`src/rtl/cache_mem_responder_if.sv`:
```
// Cache/memory handshake bundle: icache, dcache and RAM port signals.
// slave: the responder side. master: the caches and RAM model side.
interface cache_mem_responder_if;
    logic        iREN;
    logic [31:0] iaddr;
    logic        iwait;
    logic [31:0] iload;
    logic        dREN;
    logic        dWEN;
    logic [31:0] daddr;
    logic [31:0] dstore;
    logic        dwait;
    logic [31:0] dload;
    logic        ramREN;
    logic        ramWEN;
    logic [31:0] ramaddr;
    logic [31:0] ramstore;
    logic [31:0] ramload;
    logic [1:0]  ramstate;

    modport slave (
        input  iREN, iaddr, dREN, dWEN, daddr, dstore,
        input  ramload, ramstate,
        output iwait, iload, dwait, dload,
        output ramREN, ramWEN, ramaddr, ramstore
    );

    modport master (
        output iREN, iaddr, dREN, dWEN, daddr, dstore,
        output ramload, ramstate,
        input  iwait, iload, dwait, dload,
        input  ramREN, ramWEN, ramaddr, ramstore
    );
endinterface

```
`src/rtl/cache_mem_responder.sv`:
```
// Memory-side responder: arbitrates icache/dcache onto one RAM port.
// Ports: CLK, nRST, bus (slave modport of the cache/RAM bundle), err (sticky timeout).
module cache_mem_responder #(
    parameter int          TIMEOUT  = 64,
    parameter int          CNT_W    = 7,
    parameter logic [31:0] ERR_WORD = 32'hBAD1BAD1
) (
    input  logic                  CLK,
    input  logic                  nRST,
    cache_mem_responder_if.slave  bus,
    output logic                  err
);

    typedef enum logic [1:0] {
        IDLE,
        IACC,
        DACC,
        TURN
    } state_t;

    localparam logic [1:0] RAM_ACCESS = 2'd2;

    state_t             state;
    state_t             next;
    logic [CNT_W-1:0]   cnt;
    logic               last_d;
    logic [31:0]        iload_q;
    logic [31:0]        dload_q;

    logic               access;
    logic               tmo;
    logic               i_done;
    logic               d_done;
    logic               d_rd;
    logic [31:0]        done_word;

    assign access    = (bus.ramstate == RAM_ACCESS);
    assign tmo       = (cnt == CNT_W'(TIMEOUT - 1));
    // A timed-out read returns the error word unless RAM answered that very cycle.
    assign done_word = access ? bus.ramload : ERR_WORD;
    // Writes take priority, so a combined request is treated as a write.
    assign d_rd      = bus.dREN & ~bus.dWEN;

    always_comb begin
        next         = state;
        i_done       = 1'b0;
        d_done       = 1'b0;
        bus.iwait    = 1'b1;
        bus.dwait    = 1'b1;
        bus.ramREN   = 1'b0;
        bus.ramWEN   = 1'b0;
        bus.ramaddr  = '0;
        bus.ramstore = '0;
        unique case (state)
            IDLE: begin
                if (bus.iREN && (bus.dREN || bus.dWEN)) begin
                    next = last_d ? IACC : DACC;
                end else if (bus.iREN) begin
                    next = IACC;
                end else if (bus.dREN || bus.dWEN) begin
                    next = DACC;
                end
            end
            IACC: begin
                if (!bus.iREN) begin
                    next = IDLE;
                end else begin
                    bus.ramREN  = 1'b1;
                    bus.ramaddr = bus.iaddr;
                    if (access || tmo) begin
                        bus.iwait = 1'b0;
                        i_done    = 1'b1;
                        next      = TURN;
                    end
                end
            end
            DACC: begin
                if (!bus.dREN && !bus.dWEN) begin
                    next = IDLE;
                end else begin
                    bus.ramaddr  = bus.daddr;
                    bus.ramstore = bus.dstore;
                    bus.ramWEN   = bus.dWEN;
                    bus.ramREN   = d_rd;
                    if (access || tmo) begin
                        bus.dwait = 1'b0;
                        d_done    = 1'b1;
                        next      = TURN;
                    end
                end
            end
            TURN: begin
                next = IDLE;
            end
            default: begin
                next = IDLE;
            end
        endcase
    end

    assign bus.iload = i_done ? done_word : iload_q;
    assign bus.dload = (d_done && d_rd) ? done_word : dload_q;

    always_ff @(posedge CLK or negedge nRST) begin
        if (!nRST) begin
            state   <= IDLE;
            cnt     <= '0;
            last_d  <= 1'b0;
            err     <= 1'b0;
            iload_q <= '0;
            dload_q <= '0;
        end else begin
            state <= next;
            // Counter runs only while staying in an access state.
            if ((state == IACC || state == DACC) && next == state) begin
                cnt <= cnt + 1'b1;
            end else begin
                cnt <= '0;
            end
            if (i_done) begin
                last_d  <= 1'b0;
                iload_q <= done_word;
            end
            if (d_done) begin
                last_d <= 1'b1;
                if (d_rd) begin
                    dload_q <= done_word;
                end
            end
            if ((i_done || d_done) && !access) begin
                err <= 1'b1;
            end
        end
    end

endmodule
```
`src/flat_wrapper.sv`:
```
// flat-port wrapper written by rule: the top's interface ports become plain ports
module cache_mem_responder_flat 
#(
    parameter int          TIMEOUT  = 64,
    parameter int          CNT_W    = 7,
    parameter logic [31:0] ERR_WORD = 32'hBAD1BAD1
)
  (CLK, nRST, err, bus_iREN, bus_iaddr, bus_dREN, bus_dWEN, bus_daddr, bus_dstore, bus_ramload, bus_ramstate, bus_iwait, bus_iload, bus_dwait, bus_dload, bus_ramREN, bus_ramWEN, bus_ramaddr, bus_ramstore);
  cache_mem_responder_if bus_i ();
  input  logic CLK;
  input  logic nRST;
  output logic err;
  input wire logic [$bits(bus_i.iREN)-1:0] bus_iREN;
  input wire logic [$bits(bus_i.iaddr)-1:0] bus_iaddr;
  input wire logic [$bits(bus_i.dREN)-1:0] bus_dREN;
  input wire logic [$bits(bus_i.dWEN)-1:0] bus_dWEN;
  input wire logic [$bits(bus_i.daddr)-1:0] bus_daddr;
  input wire logic [$bits(bus_i.dstore)-1:0] bus_dstore;
  input wire logic [$bits(bus_i.ramload)-1:0] bus_ramload;
  input wire logic [$bits(bus_i.ramstate)-1:0] bus_ramstate;
  output wire logic [$bits(bus_i.iwait)-1:0] bus_iwait;
  output wire logic [$bits(bus_i.iload)-1:0] bus_iload;
  output wire logic [$bits(bus_i.dwait)-1:0] bus_dwait;
  output wire logic [$bits(bus_i.dload)-1:0] bus_dload;
  output wire logic [$bits(bus_i.ramREN)-1:0] bus_ramREN;
  output wire logic [$bits(bus_i.ramWEN)-1:0] bus_ramWEN;
  output wire logic [$bits(bus_i.ramaddr)-1:0] bus_ramaddr;
  output wire logic [$bits(bus_i.ramstore)-1:0] bus_ramstore;
  assign bus_i.iREN = bus_iREN;
  assign bus_i.iaddr = bus_iaddr;
  assign bus_i.dREN = bus_dREN;
  assign bus_i.dWEN = bus_dWEN;
  assign bus_i.daddr = bus_daddr;
  assign bus_i.dstore = bus_dstore;
  assign bus_i.ramload = bus_ramload;
  assign bus_i.ramstate = bus_ramstate;
  assign bus_iwait = bus_i.iwait;
  assign bus_iload = bus_i.iload;
  assign bus_dwait = bus_i.dwait;
  assign bus_dload = bus_i.dload;
  assign bus_ramREN = bus_i.ramREN;
  assign bus_ramWEN = bus_i.ramWEN;
  assign bus_ramaddr = bus_i.ramaddr;
  assign bus_ramstore = bus_i.ramstore;
  cache_mem_responder #(.TIMEOUT(TIMEOUT), .CNT_W(CNT_W), .ERR_WORD(ERR_WORD)) u_core (.CLK(CLK), .nRST(nRST), .bus(bus_i), .err(err));
endmodule
```
`config.mk`:
```
export PLATFORM = sky130hd
export DESIGN_NAME = cache_mem_responder_flat
export DESIGN_NICKNAME = d
export VERILOG_FILES = /design/src/rtl/cache_mem_responder_if.sv /design/src/rtl/cache_mem_responder.sv /design/src/flat_wrapper.sv
export SDC_FILE = /design/constraint.sdc
export NUM_CORES = 1
export LEC_CHECK = 0
export BUFFER_PORTS_ARGS = -buffer_cell sky130_fd_sc_hd__buf_4
export CAP_MARGIN = 20
export CORE_AREA = 2 2 103 105
export CTS_CLUSTER_SIZE = 14
export DETAILED_ROUTE_END_ITERATION = 6
export DIE_AREA = 0 0 105 107
export GPL_TIMING_DRIVEN = 1
export PLACE_DENSITY = 0.76
export SLEW_MARGIN = 20
export SYNTH_ARGS = -nofsm -noshare
export SYNTH_HDL_FRONTEND = slang
export SYNTH_SLANG_ARGS = --single-unit
```
`constraint.sdc`:
```
create_clock -name CLK -period 2 [get_ports CLK]
set_input_delay 0.3 -clock CLK [delete_from_list [all_inputs] [get_ports CLK]]
set_output_delay 0.3 -clock CLK [all_outputs]
set_load 0.03 [all_outputs]
```
Word-level counts from Yosys, hierarchy flattened
Index checks and enable logic that the tools add are counted.
{"block": "word_totals", "mem_bits_ro": 0, "regBits": 75, "n_memories": 0, "ramBits": 0, "output_inout_bits": 133, "latchBits": 0, "elab_cells": 64, "input_bits": 135}
{"block": "op_classes", "reduce_logical": 15, "n_eq_ne": 6, "n_addsub": 1, "mux": 34, "magnitude_cmp": 0, "n_div": 0, "shifts": 0, "n_bitwise": 2, "n_mul": 0}
{"op": "two-way mux 32 bit", "n": 7}
{"op": "one-hot mux 32 bit (2 select lines)", "n": 1}
{"op": "two-way mux 1 bit", "n": 16}
{"op": "two-way mux 2 bit", "n": 7}
{"op": "one-hot mux 2 bit (4 select lines)", "n": 1}
{"op": "adder 7 x 1 -> 7 bit (second input constant)", "n": 1}
{"op": "== test 7 x 6 -> 1 bit (second input constant)", "n": 1}
{"op": "two-way mux 7 bit", "n": 1}
{"op": "== test 2 bit (second input constant)", "n": 3}
{"op": "logical AND 1 bit", "n": 5}
{"op": "logical OR 1 bit", "n": 4}
{"op": "logical NOT 1 bit", "n": 3}
{"op": "== test 2 x 1 -> 1 bit (second input constant)", "n": 1}
{"op": "== test 2 bit", "n": 1}
{"op": "logical NOT 2 bit", "n": 1}
{"op": "one-hot mux 1 bit (2 select lines)", "n": 1}
{"op": "AND reduction 2 bit", "n": 1}
{"op": "nonzero test 2 bit", "n": 1}
{"op": "AND 1 bit", "n": 1}
{"op": "inverter 1 bit", "n": 1}

Depth between registers and ports, before layout
{"block": "logic_depth", "word_depth": 8, "ltp_mapped": 10, "ltp_nobuf": 7}

Worst setup path before layout
OpenSTA, ideal clock, no wires.
{"block": "synth_timing", "path_type": "register -> output", "start": "register u_core.cnt[0]", "end": "output bus_iload[14]", "path_buffers": 2, "t_arrival_ns": 1.827, "stages_incl_launch_ff": 9, "required_ns": 1.700, "setup_slack_ns": -0.127, "path_cell_list": "dfrtp_1 ha_1 nand3_2 o31ai_4 and2_1 buf_6 inv_4 buf_6 a22o_1"}
{"block": "synth_via", "elab_chain_cells": 6}
{"item": "start: declaration", "line_no": "cache_mem_responder.sv:25", "source": "logic [CNT_W-1:0] cnt;"}
{"item": "start signal: assignment", "line_no": "cache_mem_responder.sv:116", "source": "cnt <= cnt + 1'b1;"}
{"item": "== test 7 x 6 -> 1 bit", "line_no": "cache_mem_responder.sv:38", "source": "assign tmo = (cnt == CNT_W'(TIMEOUT - 1));"}
{"item": "logical OR 1 bit", "line_no": "cache_mem_responder.sv:70", "source": "if (access || tmo) begin"}
{"item": "two-way mux 1 bit", "line_no": "cache_mem_responder.sv:70"}
{"item": "two-way mux 1 bit", "line_no": "cache_mem_responder.sv:65", "source": "if (!bus.iREN) begin"}
{"item": "two-way mux 1 bit", "line_no": "cache_mem_responder.sv:54", "source": "unique case (state)"}
{"item": "two-way mux 32 bit"}
{"item": "end: declaration", "line_no": "flat_wrapper.sv:22", "source": "output wire logic [$bits(bus_i.iload)-1:0] bus_iload;"}
Every way passes these cells.

Final worst setup path
{"block": "layout_timing", "start": "register u_core.cnt[1]", "end": "output bus_dload[9]"}
{"block": "layout_via", "elab_chain_cells": 7}
{"item": "== test 7 x 6 -> 1 bit", "line_no": "cache_mem_responder.sv:38"}
{"item": "logical OR 1 bit", "line_no": "cache_mem_responder.sv:85", "source": "if (access || tmo) begin"}
{"item": "two-way mux 1 bit", "line_no": "cache_mem_responder.sv:85"}
{"item": "two-way mux 1 bit", "line_no": "cache_mem_responder.sv:78", "source": "if (!bus.dREN && !bus.dWEN) begin"}
{"item": "two-way mux 1 bit", "line_no": "cache_mem_responder.sv:54"}
{"item": "logical AND 1 bit", "line_no": "cache_mem_responder.sv:102", "source": "assign bus.dload = (d_done && d_rd) ? done_word : dload_q;"}
{"item": "two-way mux 32 bit", "line_no": "cache_mem_responder.sv:102"}
{"item": "end: declaration", "line_no": "flat_wrapper.sv:24", "source": "output wire logic [$bits(bus_i.dload)-1:0] bus_dload;"}
Every way passes these cells.

==> run_summary.xml <==
<?xml version="1.0" encoding="UTF-8"?>
<metrics>
  <group name="status">
    <metric name="outcome" unit="">complete, but fails checks</metric>
    <metric name="failing_checks" unit="">negative setup slack</metric>
  </group>
  <group name="cells_and_area">
    <metric name="layout.area.seq" unit="µm²">1880</metric>
    <metric name="finish.cell_count_without_fillers" unit="">789</metric>
    <metric name="multi_input_gate_area_in_the_final_layout" unit="µm²">2330</metric>
    <metric name="design.final.nets" unit="">787</metric>
    <metric name="area_delta_synth_final" unit="%">116</metric>
    <metric name="drive_above_1_share" unit="%">77.6</metric>
    <metric name="filler_cell_count" unit="">638</metric>
    <metric name="finish.instance_area" unit="µm²">7860</metric>
    <metric name="antenna-diode-count" unit="">0</metric>
  </group>
  <group name="synth">
    <metric name="synth_edf_count" unit="">0</metric>
    <metric name="synth_xor_area_share" unit="%">1.20</metric>
    <metric name="synth_compound_area_share" unit="%">25.3</metric>
    <metric name="synth_seq_area_share" unit="%">51.6</metric>
    <metric name="post_synth_fa_ha_maj_area_fraction" unit="%">1.38</metric>
    <metric name="synth_area_leaders" unit="">sky130_fd_sc_hd__dfrtp_1 (52%), sky130_fd_sc_hd__o22a_1 (8.7%), sky130_fd_sc_hd__a22o_1 (6.7%), sky130_fd_sc_hd__a22oi_1 (6.6%), sky130_fd_sc_hd__and2_1 (6.2%)</metric>
    <metric name="synth_top_cell_area_share" unit="%">51.6</metric>
    <metric name="synth.largest_area_cell" unit="">sky130_fd_sc_hd__dfrtp_1</metric>
    <metric name="syn_area_per_cell" unit="µm²">11.0</metric>
    <metric name="ys_top_cells_by_count" unit="">sky130_fd_sc_hd__dfrtp_1 (75), sky130_fd_sc_hd__and2_1 (36), sky130_fd_sc_hd__o22a_1 (36), sky130_fd_sc_hd__a22oi_1 (32), sky130_fd_sc_hd__nor2b_1 (32)</metric>
    <metric name="yosysUniqueCellTypes" unit="">36</metric>
    <metric name="postSynthRegisterBits" unit="">75</metric>
    <metric name="ys.warnings.count" unit="">0</metric>
    <metric name="combinational_family_with_the_most_area_after_synthesis" unit="">compound AO/OA/AOI/OAI gates</metric>
    <metric name="async_flop_share" unit="%">100</metric>
    <metric name="post_synth_instance_area" unit="µm²">3640</metric>
    <metric name="synth-main-ff-cell" unit="">sky130_fd_sc_hd__dfrtp_1</metric>
    <metric name="synthesis.nets" unit="">470</metric>
    <metric name="yosys-mux-area-fraction" unit="%">0</metric>
    <metric name="yosys.area_share.simple" unit="%">16.6</metric>
    <metric name="synthCells" unit="">331</metric>
    <metric name="yosys.cell_count.top_type" unit="">sky130_fd_sc_hd__dfrtp_1</metric>
  </group>
  <group name="route">
    <metric name="route.detailed.wl_per_inst" unit="µm">21.1</metric>
    <metric name="route.detailed.drc" unit="">0</metric>
    <metric name="drt_wirelength" unit="µm">16700</metric>
    <metric name="ant_nets" unit="">0</metric>
    <metric name="drt-initial-drc-count" unit="">197</metric>
    <metric name="drt_pass1_iterations" unit="">5</metric>
    <metric name="detail_route.vias_per_cell" unit="">5.29</metric>
    <metric name="total_via_count_after_detailed_routing" unit="">4173</metric>
  </group>
  <group name="grt">
    <metric name="number_of_antenna_violations_at_the_first_check_in_global_routing" unit="">0</metric>
    <metric name="global_route_wire_length_before_repair" unit="µm">25100</metric>
    <metric name="maximum_number_of_pins_on_one_net_before_global_route_repair" unit="">54</metric>
    <metric name="grt-ovfl-total" unit="">0</metric>
    <metric name="global_route.usage.total" unit="%">29.2</metric>
    <metric name="first_global_vias" unit="">4474</metric>
  </group>
  <group name="clock_network">
    <metric name="clkTransAtPathRegs" unit="ps">90</metric>
    <metric name="cts_tree" unit="">done</metric>
    <metric name="cts.htree.levels" unit="">3</metric>
    <metric name="cts_max_path_buffers" unit="">2</metric>
    <metric name="cts_sinks" unit="">75</metric>
    <metric name="cts_buffers" unit="">9</metric>
    <metric name="root_buffer" unit="">sky130_fd_sc_hd__clkbuf_8</metric>
    <metric name="clkLatencyLatePin" unit="ps">350</metric>
  </group>
  <group name="die">
    <metric name="die_area" unit="µm²">11200</metric>
    <metric name="floorplan.core_area" unit="µm²">10100</metric>
    <metric name="die_x" unit="µm">105</metric>
    <metric name="die_extent_in_y" unit="µm">107</metric>
    <metric name="initial_core_util" unit="%">36.0</metric>
    <metric name="floorplan.rows" unit="">37</metric>
    <metric name="design.portCount" unit="">268</metric>
  </group>
  <group name="place">
    <metric name="io_buffer_count" unit="">267</metric>
    <metric name="placed_area" unit="µm²">6190</metric>
    <metric name="post-place-ws" unit="ps">-12.9</metric>
    <metric name="hpwlAfterDp" unit="µm">10700</metric>
    <metric name="globalplace.congestion" unit="">0.924</metric>
    <metric name="place_inst" unit="">730</metric>
  </group>
  <group name="setup_path">
    <metric name="cp-end-kind" unit="">output port</metric>
    <metric name="reg2reg_slack" unit="ps">80</metric>
    <metric name="worst-endpoint-arrival" unit="ps">2060</metric>
    <metric name="critical_path_fanouts_max" unit="">9</metric>
    <metric name="startpoint_type" unit="">flop</metric>
    <metric name="timing.setup.critical_path_class" unit="">flop to output port</metric>
    <metric name="required" unit="ps">1700</metric>
  </group>
  <group name="power_and_ir_drop">
    <metric name="ir_drop_worst_case_vdd" unit="V">0.000713</metric>
    <metric name="ratio_of_total_power_to_cell_area" unit="nW/µm²">1530</metric>
    <metric name="power.leakage" unit="nW">3.61</metric>
    <metric name="totalPowerFinal" unit="mW">12.0</metric>
  </group>
  <group name="job">
    <metric name="max_capacitance_violation_total" unit="">0</metric>
  </group>
  <group name="timing">
    <metric name="timing.final.max_slew_violations" unit="">0</metric>
    <metric name="finalClockSkew" unit="ps">11.5</metric>
    <metric name="worst_pin_slew" unit="ps">676</metric>
    <metric name="achievable-frequency" unit="GHz">0.424</metric>
    <metric name="finalSetupViolations" unit="">130</metric>
    <metric name="hold_violations" unit="">0</metric>
    <metric name="period_needed" unit="ps">2360</metric>
    <metric name="slew_headroom" unit="%">54.9</metric>
    <metric name="grt_setup_unrepaired" unit="">yes</metric>
    <metric name="post-route-worst-setup-slack" unit="ps">-358</metric>
    <metric name="setup_tns" unit="ps">-27230</metric>
    <metric name="min_period_over_period" unit="%">118</metric>
  </group>
  <group name="min_path">
    <metric name="timing.hold.worst.class" unit="">input port to flop</metric>
  </group>
</metrics>
==> final cells by class <==
cell class / count / area share, %
clock inverters: 6 / 1.24
well taps: 136 / 2.17
flip-flops and latches: 75 / 23.9
repair buffers: 333 / 41.0
multi-input cells: 225 / 29.7
clock buffers: 10 / 1.75
inverters: 4 / 0.223
==> what timing repair did <==
action / CTS / global route
pin swaps: 62 / 32
gates cloned: 11 / 3
hold buffers: 1 / 0
gates resized for setup: 228 / 30
endpoints found under the hold margin: 5 / 0
buffers inserted: 25 / 14
endpoints found under the setup margin: 131 / 138
==> critical path, cell delays in order (launching register included) <==
cell and delay, ps:
sky130_fd_sc_hd__dfrtp_1 400, sky130_fd_sc_hd__ha_4 170, sky130_fd_sc_hd__nand3_4 80, sky130_fd_sc_hd__o31ai_4 220, sky130_fd_sc_hd__buf_4 160, sky130_fd_sc_hd__and2_4 200
sky130_fd_sc_hd__buf_12 140, sky130_fd_sc_hd__o22a_1 190, sky130_fd_sc_hd__buf_6 150
==> metal layers <==
metal	track usage, %	part of all wire (%)	up-vias
met1	31.7	35	2068
met3	8.57	7.1	43
met2	52.7	53	212
met4	13.3	4.2	0
met5	0	0	-
li1	-	-	1850
==> state kept, by name (all words and copies together) (netlist names) <==
signal and flops:
u_core.dload_q 32, u_core.iload_q 32, u_core.cnt 7, u_core.state 2, u_core.err 1, u_core.last_d 1
==> worst paths after layout <==
path | endpoint | cells past startpoint | start
hold / removal | u_core.iload_q[18] | 2 | bus_ramload[18]
setup / recovery | bus_dload[9] | 8 | u_core.cnt[1]
setup reg to reg | u_core.cnt[3] | 8 | u_core.state[1]
min in group asynchronous | u_core.iload_q[4] | 2 | nRST
hold reg to reg | u_core.err | 2 | u_core.err
max in group asynchronous | u_core.state[1] | 3 | nRST
==> metrics by stage <==
step	utilization [%]	hold slack, ps
CTS	77.4	163
floorplan	-	4.41
finish	77.8	178
global route	77.8	159
global placement	61.4	367
detailed placement	61.4	383
==> where the power goes <==
group | total (mW) | switching, mW | internal [mW] | leakage, nW
Combinational | 8.21 | 4.12 | 4.09 | 2.57
Sequential | 2.44 | 0.294 | 2.15 | 0.924
Clock | 1.36 | 0.608 | 0.752 | 0.119
Total | 12.0 | 5.02 | 6.99 | 3.61
==> cells in the final DEF, fill, tap and decap left out, drive strengths merged, types with 2 or more instances in the layout <==
master | synthesis | layout
xor2 | 3 | 3
or2 | 3 | 3
clkbuf | 18 | 12
o22a | 36 | 36
nand2b | 2 | 2
bufinv | 0 | 2
ha | 4 | 4
o21ai | 4 | 4
buf | 9 | 330
a22o | 28 | 28
inv | 4 | 5
and2 | 36 | 36
dfrtp | 75 | 75
nor2b | 32 | 32
nor2 | 6 | 6
a22oi | 32 | 32
nor3 | 8 | 8
nand3 | 6 | 6
clkinv | 0 | 3
xnor2 | 2 | 2
o31ai | 2 | 2
nand2 | 10 | 10
==> logic make-up (layout without fill, tap and decap cells) <==
group | count (synthesis) | in the layout
adders and majority gates | 4 | 4
DFF | 75 | 75
AOI/OAI and AO/OA | 111 | 111
xor gates and xnor gates | 5 | 5
buffers and inverters | 31 | 353
and+or+nand+nor | 105 | 105
(Power assumes the default switching activity.)
